===== config.mk =====
export PLATFORM = sky130hd
export DESIGN_NAME = pwm_duty_arbiter
export DESIGN_NICKNAME = d
export VERILOG_FILES = /design/src/rtl/pwm_duty_arbiter.sv
export SDC_FILE = /design/constraint.sdc
export NUM_CORES = 1
export LEC_CHECK = 0
export CORE_MARGIN = 5
export CORE_UTILIZATION = 48
export DETAILED_ROUTE_END_ITERATION = 8
export DONT_BUFFER_PORTS = 1
export SYNTH_ARGS = -nofsm -noshare
export SYNTH_HDL_FRONTEND = slang
export SYNTH_SLANG_ARGS = --single-unit
export TNS_END_PERCENT = 10

===== constraint.sdc =====
create_clock -name clk -period 1.9 [get_ports clk]
set_clock_uncertainty 0.05 [all_clocks]
set_input_delay 0.38 -clock clk [delete_from_list [all_inputs] [get_ports clk]]
set_output_delay 0.38 -clock clk [all_outputs]
set_load 0.01 [all_outputs]

===== src/rtl/pwm_duty_arbiter.sv =====
// Round-robin arbiter sharing the PWM duty register between the CPU (port 0)
// and the tone generator (port 1), with 4-phase req/ack and sample pacing.
module pwm_duty_arbiter #(
  parameter int unsigned DUTY_WIDTH    = 12,
  parameter int unsigned SAMPLE_PERIOD = 2500
) (
  input  logic                  clk,
  input  logic                  reset,
  input  logic                  req0,
  input  logic [DUTY_WIDTH-1:0] duty0,
  output logic                  ack0,
  input  logic                  req1,
  input  logic [DUTY_WIDTH-1:0] duty1,
  output logic                  ack1,
  output logic [DUTY_WIDTH-1:0] duty_out,
  output logic                  duty_update,
  output logic                  last_grant,
  output logic                  busy
);

  localparam int unsigned PW = $clog2(SAMPLE_PERIOD) + 1;
  localparam logic [PW-1:0] PACE_LOAD = PW'(SAMPLE_PERIOD - 1);

  typedef enum logic [1:0] {
    IDLE,
    ACK0,
    ACK1
  } state_t;

  state_t                  state, state_n;
  logic [PW-1:0]           pace_cnt, pace_n;
  logic                    ack0_n, ack1_n, upd_n, lg_n;
  logic [DUTY_WIDTH-1:0]   duty_n;
  logic                    grant1;

  always_ff @(posedge clk or posedge reset) begin
    if (reset) begin
      state       <= IDLE;
      pace_cnt    <= '0;
      ack0        <= 1'b0;
      ack1        <= 1'b0;
      duty_out    <= '0;
      duty_update <= 1'b0;
      last_grant  <= 1'b1;
    end else begin
      state       <= state_n;
      pace_cnt    <= pace_n;
      ack0        <= ack0_n;
      ack1        <= ack1_n;
      duty_out    <= duty_n;
      duty_update <= upd_n;
      last_grant  <= lg_n;
    end
  end

  always_comb begin
    state_n = state;
    ack0_n  = ack0;
    ack1_n  = ack1;
    duty_n  = duty_out;
    upd_n   = 1'b0;
    lg_n    = last_grant;
    pace_n  = (pace_cnt != '0) ? pace_cnt - 1'b1 : '0;
    // On a tie the port that did not win last time goes next.
    grant1  = req1 & (~req0 | ~last_grant);
    case (state)
      IDLE: begin
        if (pace_cnt == '0 && (req0 | req1)) begin
          upd_n  = 1'b1;
          pace_n = PACE_LOAD;
          if (grant1) begin
            duty_n  = duty1;
            ack1_n  = 1'b1;
            lg_n    = 1'b1;
            state_n = ACK1;
          end else begin
            duty_n  = duty0;
            ack0_n  = 1'b1;
            lg_n    = 1'b0;
            state_n = ACK0;
          end
        end
      end
      ACK0: begin
        if (!req0) begin
          ack0_n  = 1'b0;
          state_n = IDLE;
        end
      end
      ACK1: begin
        if (!req1) begin
          ack1_n  = 1'b0;
          state_n = IDLE;
        end
      end
      default: begin
        ack0_n  = 1'b0;
        ack1_n  = 1'b0;
        state_n = IDLE;
      end
    endcase
  end

  assign busy = (state != IDLE);

endmodule


# After elaboration in Yosys (flattened, before gate mapping)
# Index checks and enable logic that the tools add are counted.
# Widths: inputs -> output; s select.
[word_totals]
ram_bits = 0
output_inout_bits = 17
latch_bits = 0
mem_count = 0
in_bits = 28
romBits = 0
register_bits = 31
[op_classes]
mul = 0
add_sub_neg = 1
order_cmp = 0
n_shift = 0
div = 0
bitwise = 7
reduce_logical = 9
muxes = 20
n_eq_ne = 7
[op_table]
columns = ["operator", "n"]
rows = [
  ["$mux 13", 3],
  ["$logic_not 13->1", 1],
  ["$reduce_bool 13->1", 1],
  ["$sub 13x1->13 const B", 1],
  ["$mux 12", 1],
  ["$ne 2x2->1 const B", 5],
  ["$mux 1", 9],
  ["$mux 2", 4],
  ["$reduce_and 4->1", 2],
  ["$pmux 1 s3", 2],
  ["$pmux 2 s3", 1],
  ["$not 1->1", 4],
  ["$reduce_and 3->1", 1],
  ["$eq 2x1->1 const B", 1],
  ["$eq 2x2->1 const B", 1],
  ["$logic_not 2->1", 1],
  ["$or 1x1->1", 2],
  ["$reduce_and 2->1", 1],
  ["$reduce_bool 2->1", 1],
  ["$and 1x1->1", 1],
  ["$logic_and 1x1->1", 1],
]

# Longest topological paths before layout
[logic_depth]
word_depth = 6
mapped_depth = 8
mapped_depth_nobuf = 6

# Worst setup path before layout
# OpenSTA, ideal clock, no wires.
[synth_timing]
path_type = "reg2reg"
start = "reg pace_cnt[0]"
end = "reg pace_cnt[12]"
period_less_slack_ps = 1729
setup_time_ps = 125
setup_slack_ps = 171
required_time_ps = 1725
stages_incl_launch_ff = 7
t_arrival_ps = 1554
cell_sequence = "dfrtp_1 > inv_1 > ha_1 > nor3b_2 > nand2_1 > nor3b_1 > mux2_2"
[synth_between]
elab_chain_cells = 4
[synth_lines]
columns = ["item", "line", "source"]
rows = [
  ["from (decl)", "31", "logic [PW-1:0] pace_cnt, pace_n;"],
  ["from (signal assigned)", "47", "pace_cnt <= pace_n;"],
  ["$sub 13x1->13 (tied with other cells)", "63", "pace_n = (pace_cnt != '0) ? pace_cnt - 1'b1 : '0;"],
  ["$mux 13 or $logic_and 1x1->1 (tied branches)", "63, 68", ""],
  ["$mux 13", "68", "if (pace_cnt == '0 && (req0 | req1)) begin"],
  ["$mux 13 (*)", "66", "case (state)"],
  ["via pace_n[12]", "31", ""],
]
# The timed path passes the listed nets; every way through them passes the cells marked *.
# A chain may end at the register's enable or synchronous reset.

# Worst setup path in the final report
[layout_timing]
start = "reg pace_cnt[0]"
end = "reg last_grant"
[layout_between]
elab_chain_cells = 3
[layout_lines]
columns = ["item", "line", "source"]
rows = [
  ["$logic_not 13->1", "68", ""],
  ["$logic_and 1x1->1", "68", ""],
  ["$reduce_and 2->1 (no line)", "n/a", ""],
  ["to (signal assigned)", "52", "last_grant <= lg_n;"],
  ["to (decl)", "17", "output logic last_grant,"],
]
# Every way passes these cells.

==> flow_metrics.tcl <==
set metrics [dict create \
    ys_async_sr_fraction_pct 100 \
    hold_path_class "in2reg" \
    clock_path_buffers 2 \
    setup_viol 0 \
    clock_latency_ns 0.32 \
    io_pins 45 \
    grt_pass1_vias 1150 \
    synth_xor_area_share_pct 4.52 \
    seqPwrFrac_pct 57.6 \
    wl_per_cell_um 15.8 \
    via_per_inst 5.54 \
    place_hpwl_mm 2.37 \
    grtUsageTotal_pct 15.7 \
    synthesis.area_um2 1550 \
    clk_pin_slew_worst_paths_ns 0.09 \
    rows 20 \
    synth_compound_area_share_pct 14.3 \
    vdd_ir_drop_max_uv 436 \
    rr_endpoint "last_grant" \
    root_buffer "clkbuf_4" \
    ant_nets 0 \
    gp_congestion 0.822 \
    first_pass_iters 4 \
    r2r-start "pace_cnt[0]" \
    critPathCaptureType "register" \
    switching_share_pct 22.0 \
    worst_slew_pin_slew_ns 0.770 \
    cts_tree "done" \
    grt.overflow.total 0 \
    netlist_instances 145 \
    cp-start-kind "register" \
    crit_type "reg2reg" \
    synth_seq_cells 31 \
    drive_above_1_share_pct 19.5 \
    comb_power_share_pct 5.7 \
    clockPowerShare_pct 36.8 \
    critPathCapture "last_grant" \
    crit_required_ns 2.11 \
    core_um2 3080 \
    area_growth_pct 14.9 \
    synth_area_per_cell_um2 10.7 \
    arrival_ns 2.01 \
    drt_iter0_drc 33 \
    post-place-ws_ns 0.0128 \
    portBuffers 0 \
    vias 1124 \
    htreeDepth 2 \
    ys.flop_type "dfrtp_1" \
    worst-r2r-setup-slack_ns 0.10 \
    period_share_pct 94.6 \
    finalHoldViolations 0 \
    synth_nets 175 \
    total_power_mw 1.16 \
    start_util_pct 50.4 \
    dieHeight_um 66.9 \
    fmax_ghz 0.556 \
    synthMuxAreaShare_pct 9.44 \
    synth-edff-count 0 \
    antenna_found_initial 0 \
    powerDensity_nw_per_um2 653 \
    num_antenna_cells 0 \
    synth_warnings 0 \
    grt_max_degree 31 \
    p_int_mw 0.908 \
    fin_crit_ns 1.80 \
    place_inst 189 \
    slew-limit-headroom_pct 48.7 \
    grt_pass1_wl_mm 5.35 \
    cp-startpoint "pace_cnt[0]" \
    layout_setup_ws_ns 0.102 \
    die_x_um 66.9 \
    drv_slew 0 \
    synth_fa_ha_area_share_pct 1.61 \
    cts_buffers 5 \
    cellLeakagePower_nw 0.819 \
    wl_mm 3.20 \
    drv_cap 0 \
    p_switching_mw 0.256 \
    synth_seq_area_share_pct 50.1 \
    drc 0 \
    r2r_cells 7 \
    synth_top_family_by_area "simple AND/OR/NAND/NOR gates" \
    synthSimpleGateAreaFrac_pct 15.6 \
    worst-path-max-fanout 6 \
    synth.distinct_cells 39 \
    die_area_um2 4470 \
    outcome "completed" \
    clock_sinks 31 \
    nNetsFinal 188 \
    stdcell_count 203 \
]
-- Yosys cell counts (2+ instances only) --
master	instances	area (um^2)
dfrtp_1	30	751
nor2_1	12	45.0
inv_1	6	22.5
ha_1	2	25.0
mux2i_1	12	120
nand3_1	3	15.0
o21ai_0	3	15.0
xor2_1	5	43.8
a31oi_1	14	87.6
nand2_1	6	22.5
a21oi_1	17	85.1
xnor2_1	3	26.3
nand2b_1	2	12.5
buf_2	5	25.0
-- final cells by class --
class,count,area (um^2)
Inverter,6,22.5
Fill cell,280,1290
Tap cell,44,55.1
Sequential cell,31,777
Timing Repair Buffer,14,145
Multi-Input combinational cell,100,714
Clock buffer,8,68.8
-- cells by family after synthesis --
logic type               after synthesis
AO/OA/AOI/OAI                         38
XOR/XNOR                               8
adder cells (fa/ha/maj)                2
buffers and inverters                 14
flip-flops                            31
multiplexers                          14
AND/OR/NAND/NOR                       38
-- worst max-delay path: stages, from the launching register on --
cell,delay [ns]
dfrtp_1,0.42
inv_2,0.07
ha_1,0.16
nor4b_4,0.20
and4b_2,0.33
buf_12,0.13
nand2_4,0.07
mux2_4,0.31
-- worst min-delay path by stage --
stage	start	to	slack (ns)	cells past startpoint
final	req0	state[0]	0.15	2
after global routing	req0	state[0]	0.13	2
after detailed placement	reset	duty_update	0.07	1
after global placement	reset	duty_update	0.07	1
after floorplan	reset	ack0	0.43	1
after CTS	req0	state[0]	0.15	2
-- sequential cells by signal, summed over array words and instances (netlist names) --
name and cells:
state 2, pace_cnt 13, ack1 1, duty_out 12
ack0 1, last_grant 1, duty_update 1
-- through the flow --
| stage | TNS (ns) | hold WS [ns] | util [%] | instance area, um^2 |
|---|---|---|---|---|
| floorplan | 0 | 0.426 | - | 1550 |
| global placement | 0 | 0.0706 | 53.4 | 1640 |
| detailed placement | 0 | 0.0735 | 53.4 | 1640 |
| CTS | 0 | 0.148 | 56.1 | 1730 |
| global route | -0.00173 | 0.135 | 57.9 | 1780 |
| finish | 0 | 0.151 | 57.9 | 1780 |
-- power by group through the flow --
stage | registers, mW | clock network, mW | logic [mW]
floorplan | 0.682 | 0 | 0.0513
global placement | 0.683 | 0 | 0.0645
detailed placement | 0.683 | 0 | 0.0663
CTS | 0.670 | 0.441 | 0.0681
global route | 0.671 | 0.469 | 0.0748
finish | 0.670 | 0.428 | 0.0662
-- repair_timing --
| action | 4_1_cts | 5_1_grt |
|---|---|---|
| hold buffers | 1 | 0 |
| gates resized for setup | 1 | 5 |
| buffers inserted | 0 | 5 |
| endpoints found under the setup margin | 1 | 14 |
| pin swaps | 0 | 2 |
| hold endpoints to repair | 1 | 0 |
-- per-layer routing --
layer	wire, um	GRT usage, %	vias to the layer above
met1	1390	19.1	546
met3	267	7.59	5
met5	0	0	-
met2	1510	24.5	34
met4	29	4.56	0
li1	-	-	539
-- cells in the final DEF (no fill, tap or decap), types with 2 or more instances in the layout --
cell type,count
mux2i_1,12
buf_12,3
nand2b_1,2
ha_1,2
a21oi_1,17
xor2_1,5
clkbuf_4,5
nand2_1,6
clkbuf_8,2
nor2_1,12
nand3_1,3
o21ai_0,3
xnor2_1,3
inv_1,5
buf_4,10
a31oi_1,14
dfrtp_1,30
(Power assumes the default switching activity.)
